===== config.mk =====
export PLATFORM = sky130hd
export DESIGN_NAME = product_accumulator
export DESIGN_NICKNAME = d
export VERILOG_FILES = /design/src/rtl/product_accumulator.sv
export SDC_FILE = /design/constraint.sdc
export NUM_CORES = 1
export LEC_CHECK = 0
export ABC_AREA = 1
export CORE_MARGIN = 4
export CORE_UTILIZATION = 52
export DETAILED_ROUTE_END_ITERATION = 6
export PLACE_DENSITY = 0.78
export SLEW_MARGIN = 15
export SYNTH_ARGS = -nofsm -noshare
export SYNTH_HDL_FRONTEND = slang
export SYNTH_SLANG_ARGS = --single-unit

===== constraint.sdc =====
create_clock -name clk_i -period 2.05 [get_ports clk_i]
set_clock_uncertainty 0.1 [all_clocks]
set_input_delay 0.205 -clock clk_i [delete_from_list [all_inputs] [get_ports clk_i]]
set_output_delay 0.205 -clock clk_i [all_outputs]
set_load 0.02 [all_outputs]

===== src/rtl/product_accumulator.sv =====
// product_accumulator
// Multiply-accumulate back end. It sums NumTerms unsigned products per frame,
// taking one product per valid/ready handshake. The frame sum is clamped to
// all-ones on overflow and presented on a valid/ready output port.
//
// Ports:
//   clk_i        rising-edge clock
//   rst_i        asynchronous active-high reset
//   clear_i      synchronous frame abort; drops the partial sum and any held result
//   in_valid_i   product_i is valid
//   in_ready_o   a product is accepted this cycle
//   product_i    unsigned product from the multiplier
//   out_valid_o  sum_o and overflow_o are valid
//   out_ready_i  the consumer takes the result
//   sum_o        saturated frame sum
//   overflow_o   the frame sum clamped at least once
//
// State table:
//   ST_ACCUM | taking products and summing the current frame
//   ST_HOLD  | frame result presented; waiting for the output handshake
module product_accumulator #(
    parameter int ProductWidth = 8,
    parameter int AccWidth     = 10,
    parameter int NumTerms     = 4
) (
    input  logic                    clk_i,
    input  logic                    rst_i,
    input  logic                    clear_i,
    input  logic                    in_valid_i,
    output logic                    in_ready_o,
    input  logic [ProductWidth-1:0] product_i,
    output logic                    out_valid_o,
    input  logic                    out_ready_i,
    output logic [AccWidth-1:0]     sum_o,
    output logic                    overflow_o
);

    localparam int CountWidth = (NumTerms > 1) ? $clog2(NumTerms) : 1;
    localparam int SumWidth   = AccWidth + 1;
    localparam logic [CountWidth-1:0] LastCount = CountWidth'(NumTerms - 1);

    typedef enum logic {
        ST_ACCUM,
        ST_HOLD
    } state_e;

    state_e                  state_q, state_d;
    logic [AccWidth-1:0]     acc_q, acc_d;
    logic [CountWidth-1:0]   count_q, count_d;
    logic                    ovf_flag_q, ovf_flag_d;
    logic [AccWidth-1:0]     sum_q, sum_d;
    logic                    overflow_q, overflow_d;
    // Holds in_ready_o low while reset is asserted, even though the state
    // register already reads ST_ACCUM. It goes high on the first clock edge.
    logic                    live_q, live_d;

    logic [SumWidth-1:0]     sum_ext;
    logic                    sat;
    logic [AccWidth-1:0]     next_acc;
    logic                    accept;

    assign in_ready_o  = live_q & (state_q == ST_ACCUM);
    assign out_valid_o = (state_q == ST_HOLD);
    assign sum_o       = sum_q;
    assign overflow_o  = overflow_q;

    always_comb begin
        state_d    = state_q;
        acc_d      = acc_q;
        count_d    = count_q;
        ovf_flag_d = ovf_flag_q;
        sum_d      = sum_q;
        overflow_d = overflow_q;
        live_d     = 1'b1;

        // The extra carry bit detects overflow. A clamped accumulator stays at
        // all-ones on later adds, so saturation sticks for the rest of the frame.
        sum_ext  = SumWidth'(acc_q) + SumWidth'(product_i);
        sat      = sum_ext[AccWidth];
        next_acc = sat ? '1 : sum_ext[AccWidth-1:0];
        accept   = in_valid_i & in_ready_o;

        if (clear_i) begin
            acc_d      = '0;
            count_d    = '0;
            ovf_flag_d = 1'b0;
            state_d    = ST_ACCUM;
        end else begin
            case (state_q)
                ST_ACCUM: begin
                    if (accept) begin
                        if (count_q == LastCount) begin
                            sum_d      = next_acc;
                            overflow_d = ovf_flag_q | sat;
                            acc_d      = '0;
                            count_d    = '0;
                            ovf_flag_d = 1'b0;
                            state_d    = ST_HOLD;
                        end else begin
                            acc_d      = next_acc;
                            count_d    = count_q + 1'b1;
                            ovf_flag_d = ovf_flag_q | sat;
                        end
                    end
                end
                ST_HOLD: begin
                    if (out_ready_i) begin
                        state_d = ST_ACCUM;
                    end
                end
                default: state_d = ST_ACCUM;
            endcase
        end
    end

    always_ff @(posedge clk_i or posedge rst_i) begin
        if (rst_i) begin
            state_q    <= ST_ACCUM;
            acc_q      <= '0;
            count_q    <= '0;
            ovf_flag_q <= 1'b0;
            sum_q      <= '0;
            overflow_q <= 1'b0;
            live_q     <= 1'b0;
        end else begin
            state_q    <= state_d;
            acc_q      <= acc_d;
            count_q    <= count_d;
            ovf_flag_q <= ovf_flag_d;
            sum_q      <= sum_d;
            overflow_q <= overflow_d;
            live_q     <= live_d;
        end
    end

endmodule

==> results.toml <==
[cells_and_area]
multi_input_area_um2 = 801
seqCellArea_um2 = 651
instances_no_fill = 272
fillers = 233
nNetsFinal = 265
drive_above_1_share = 0.137
syn_to_final_growth_pct = 25.6
n_antenna_cell = 0

[drt]
wirelength_um = 3550
routedWlPerCell_um = 13.0
drc_errors = 0
drtAntennaViolNets = 0
dr_total_vias = 1448
via_per_inst = 5.32
drt_first_pass_iters = 4
dr.first_iter.drc_count = 100

[worst_setup_path]
crit_path_end_kind = "register"
cp_data_arrival_time_ns = 2.11
cp.required_ns = 2.18
reg2reg_to = "acc_q[5]$_DFFE_PP0P_"
startpoint_type = "register"
path_delay_family = "simple AND/OR/NAND/NOR gates"
cp.depth = 11
rr_worst_depth = 11
path_common_cell = "nand2_1"
slowest_delay_ns = 0.41
r2r_slack_ns = 0.07
crit_start = "acc_q[0]$_DFFE_PP0P_"
cpMaxStageDelayCell = "dfrtp_1"
crit_path_cell_trace = "ha_1, fa_2, nand2_2, nand3_2, nand3_1, nand2_1, nand2_2, buf_6, nand3_2, nand2_1, nand2_1"
critical_path_class = "register to register"
path_max_fanout = 4
crit_path_end = "acc_q[5]$_DFFE_PP0P_"
cp_num_buf_inv = 1
worstReg2RegStart = "acc_q[0]$_DFFE_PP0P_"

[clocking]
clock-root-buffer = "clkbuf_4"
clkTransAtPathRegs_ns = 0.14
cts.sinks = 26
cts_buffer_depth = 2
clk_latency_ns = 0.32
ctsHtreeMaxLevel = 1
numCtsBuffers = 3
cts_tree = "done"
hold_buffers = 0

[yosys]
synth.net_count = 228
synthCells = 205
synth_area_um2 = 1550
synth.distinct_cells = 30
yosys_warnings = 0
synth_seq_cells = 26
ys_seq_area_frac = 0.419
syn_area_per_cell_um2 = 7.57

[global_route]
grt_pass1_vias = 1426
grt_overflow = 0
track_usage = 0.188
antenna_found_initial = 0
grt_pass1_wl_um = 6070
grt_max_degree = 27

[placed_design]
port_buffers = 25
place_congestion = 0.935
dp_hpwl_um = 2630
placedCellCount = 266

[sta]
max_freq_mhz = 504
setup_violations = 0
setup_tns_ns = 0
fin_crit_ns = 1.98
fin_crit_sh = 0.967
finalHoldViolCount = 0
fin_hold_ws_ns = 0.114
drv_slew = 0

[die]
die_area_um2 = 3920
num_rows = 19
ios = 26
start_util = 0.553
die_w_um = 62.6
core_area_um2 = 2810
die_h_um = 62.6

[power_and_ir_drop]
p_leak_nw = 1.10
power_density_nw_per_um2 = 537
peakVddDrop_mv = 0.335

[status]
outcome = "complete, no violations"

[worst_hold_path]
hold_path.class = "input port to async pin"

[flow_run]
max-cap-violations = 0
-- report_power, final --
group	switching [mW]	total (mW)	internal (mW)
registers	0.0131	0.546	0.533
logic	0.133	0.238	0.105
clock network	0.154	0.263	0.109
total	0.301	1.05	0.746
-- worst reg2reg max path, delay by kind of cell (launching register included) --
family,cells,cell delay (ns)
fa+ha+maj,2,0.57
buf+inv,1,0.13
flops,1,0.41
simple gates,8,0.69
-- through the flow --
stage / setup slack [ns] / instance area, um^2 / util / total power [mW]
after floorplan: 0.173 / 1550 / - / 0.699
after global placement: -0.124 / 1880 / 0.670 / 0.780
after detailed placement: -0.212 / 1880 / 0.670 / 0.786
after CTS: 0.0372 / 1920 / 0.683 / 1.05
after global routing: -0.0303 / 1950 / 0.695 / 1.11
final: 0.0667 / 1950 / 0.695 / 1.05
-- cells in the mapped netlist (all sizes together) --
| cell type | count | area, um^2 |
|---|---|---|
| a21boi | 1 | 7.51 |
| a21o | 1 | 8.76 |
| a21oi | 2 | 13.8 |
| a22o | 1 | 8.76 |
| a22oi | 1 | 7.51 |
| buf | 3 | 23.8 |
| clkbuf | 1 | 3.75 |
| clkinv | 1 | 3.75 |
| conb | 1 | 3.75 |
| dfrtp | 26 | 651 |
| fa | 1 | 20.0 |
| ha | 9 | 113 |
| inv | 21 | 78.8 |
| nand2 | 95 | 359 |
| nand3 | 17 | 115 |
| nand3b | 2 | 15.0 |
| nand4 | 3 | 18.8 |
| nor2 | 13 | 63.8 |
| o21a | 1 | 7.51 |
| o21ai | 3 | 15.0 |
| o21bai | 1 | 7.51 |
| or2 | 1 | 6.26 |
-- placed cells by master, fill, tap and decap left out --
cell type	n
nand2_1	93
dfrtp_1	26
clkdlybuf4s50_1	25
inv_1	20
nand3_1	10
nor2_1	9
ha_1	9
buf_4	9
nand3_2	7
nor2_2	3
o21ai_0	3
nand4_1	3
clkbuf_4	3
nand2_2	2
nand3b_1	2
buf_6	2
o21bai_1	1
a21oi_2	1
clkinv_1	1
or2_2	1
a21oi_1	1
a21o_2	1
nor2_4	1
inv_2	1
o21a_1	1
a21boi_0	1
a22oi_1	1
a22o_1	1
fa_2	1
clkbuf_8	1
conb_1	1
-- cell type report --
type / count / area share
clock buffer: 4 / 0.0186
inverter: 22 / 0.0424
multi-input combinational: 153 / 0.411
sequential: 26 / 0.334
tap: 31 / 0.0199
timing repair buffer: 36 / 0.175
-- per-layer routing --
layer | global-route usage | part of all wire | vias up
met3 | 0.0252 | 0.051 | 10
met2 | 0.289 | 0.45 | 61
li1 | - | - | 712
met1 | 0.259 | 0.47 | 665
met4 | 0.0937 | 0.022 | 0
met5 | 0 | 0 | -
-- worst min-delay path by stage --
stage,from,end,slack (ns)
after floorplan,rst_i,acc_q[0]$_DFFE_PP0P_,0.15
after global placement,sum_o[3]$_DFFE_PP0P_,sum_o[3]$_DFFE_PP0P_,0.36
after detailed placement,sum_o[8]$_DFFE_PP0P_,sum_o[8]$_DFFE_PP0P_,0.37
after CTS,rst_i,live_q$_DFF_PP0_,0.11
after global routing,rst_i,live_q$_DFF_PP0_,0.13
final,rst_i,sum_o[0]$_DFFE_PP0P_,0.11
-- logic make-up (layout without fill, tap and decap cells) --
| group | Yosys count | count (layout) | synth area share |
|---|---|---|---|
| and+or+nand+nor | 131 | 131 | 0.373 |
| DFF | 26 | 26 | 0.419 |
| buffers and inverters | 26 | 62 | 0.0710 |
| AOI/OAI and AO/OA | 11 | 11 | 0.0492 |
| adders and majority gates | 10 | 10 | 0.0855 |
| other | 1 | 1 | 0.00242 |
-- timing repair --
| action | CTS | global route |
|---|---|---|
| setup buffers | 0 | 2 |
| endpoints found under the setup margin | 0 | 19 |
| gates resized for setup | 0 | 5 |
-- sequential cells by signal, summed over array words and instances (netlist names) --
| signal | flops |
|---|---|
| acc_q | 10 |
| sum_o | 10 |
| count_q | 2 |
| live_q | 1 |
| out_valid_o | 1 |
| overflow_o | 1 |
| ovf_flag_q | 1 |
(Power assumes the default switching activity.)
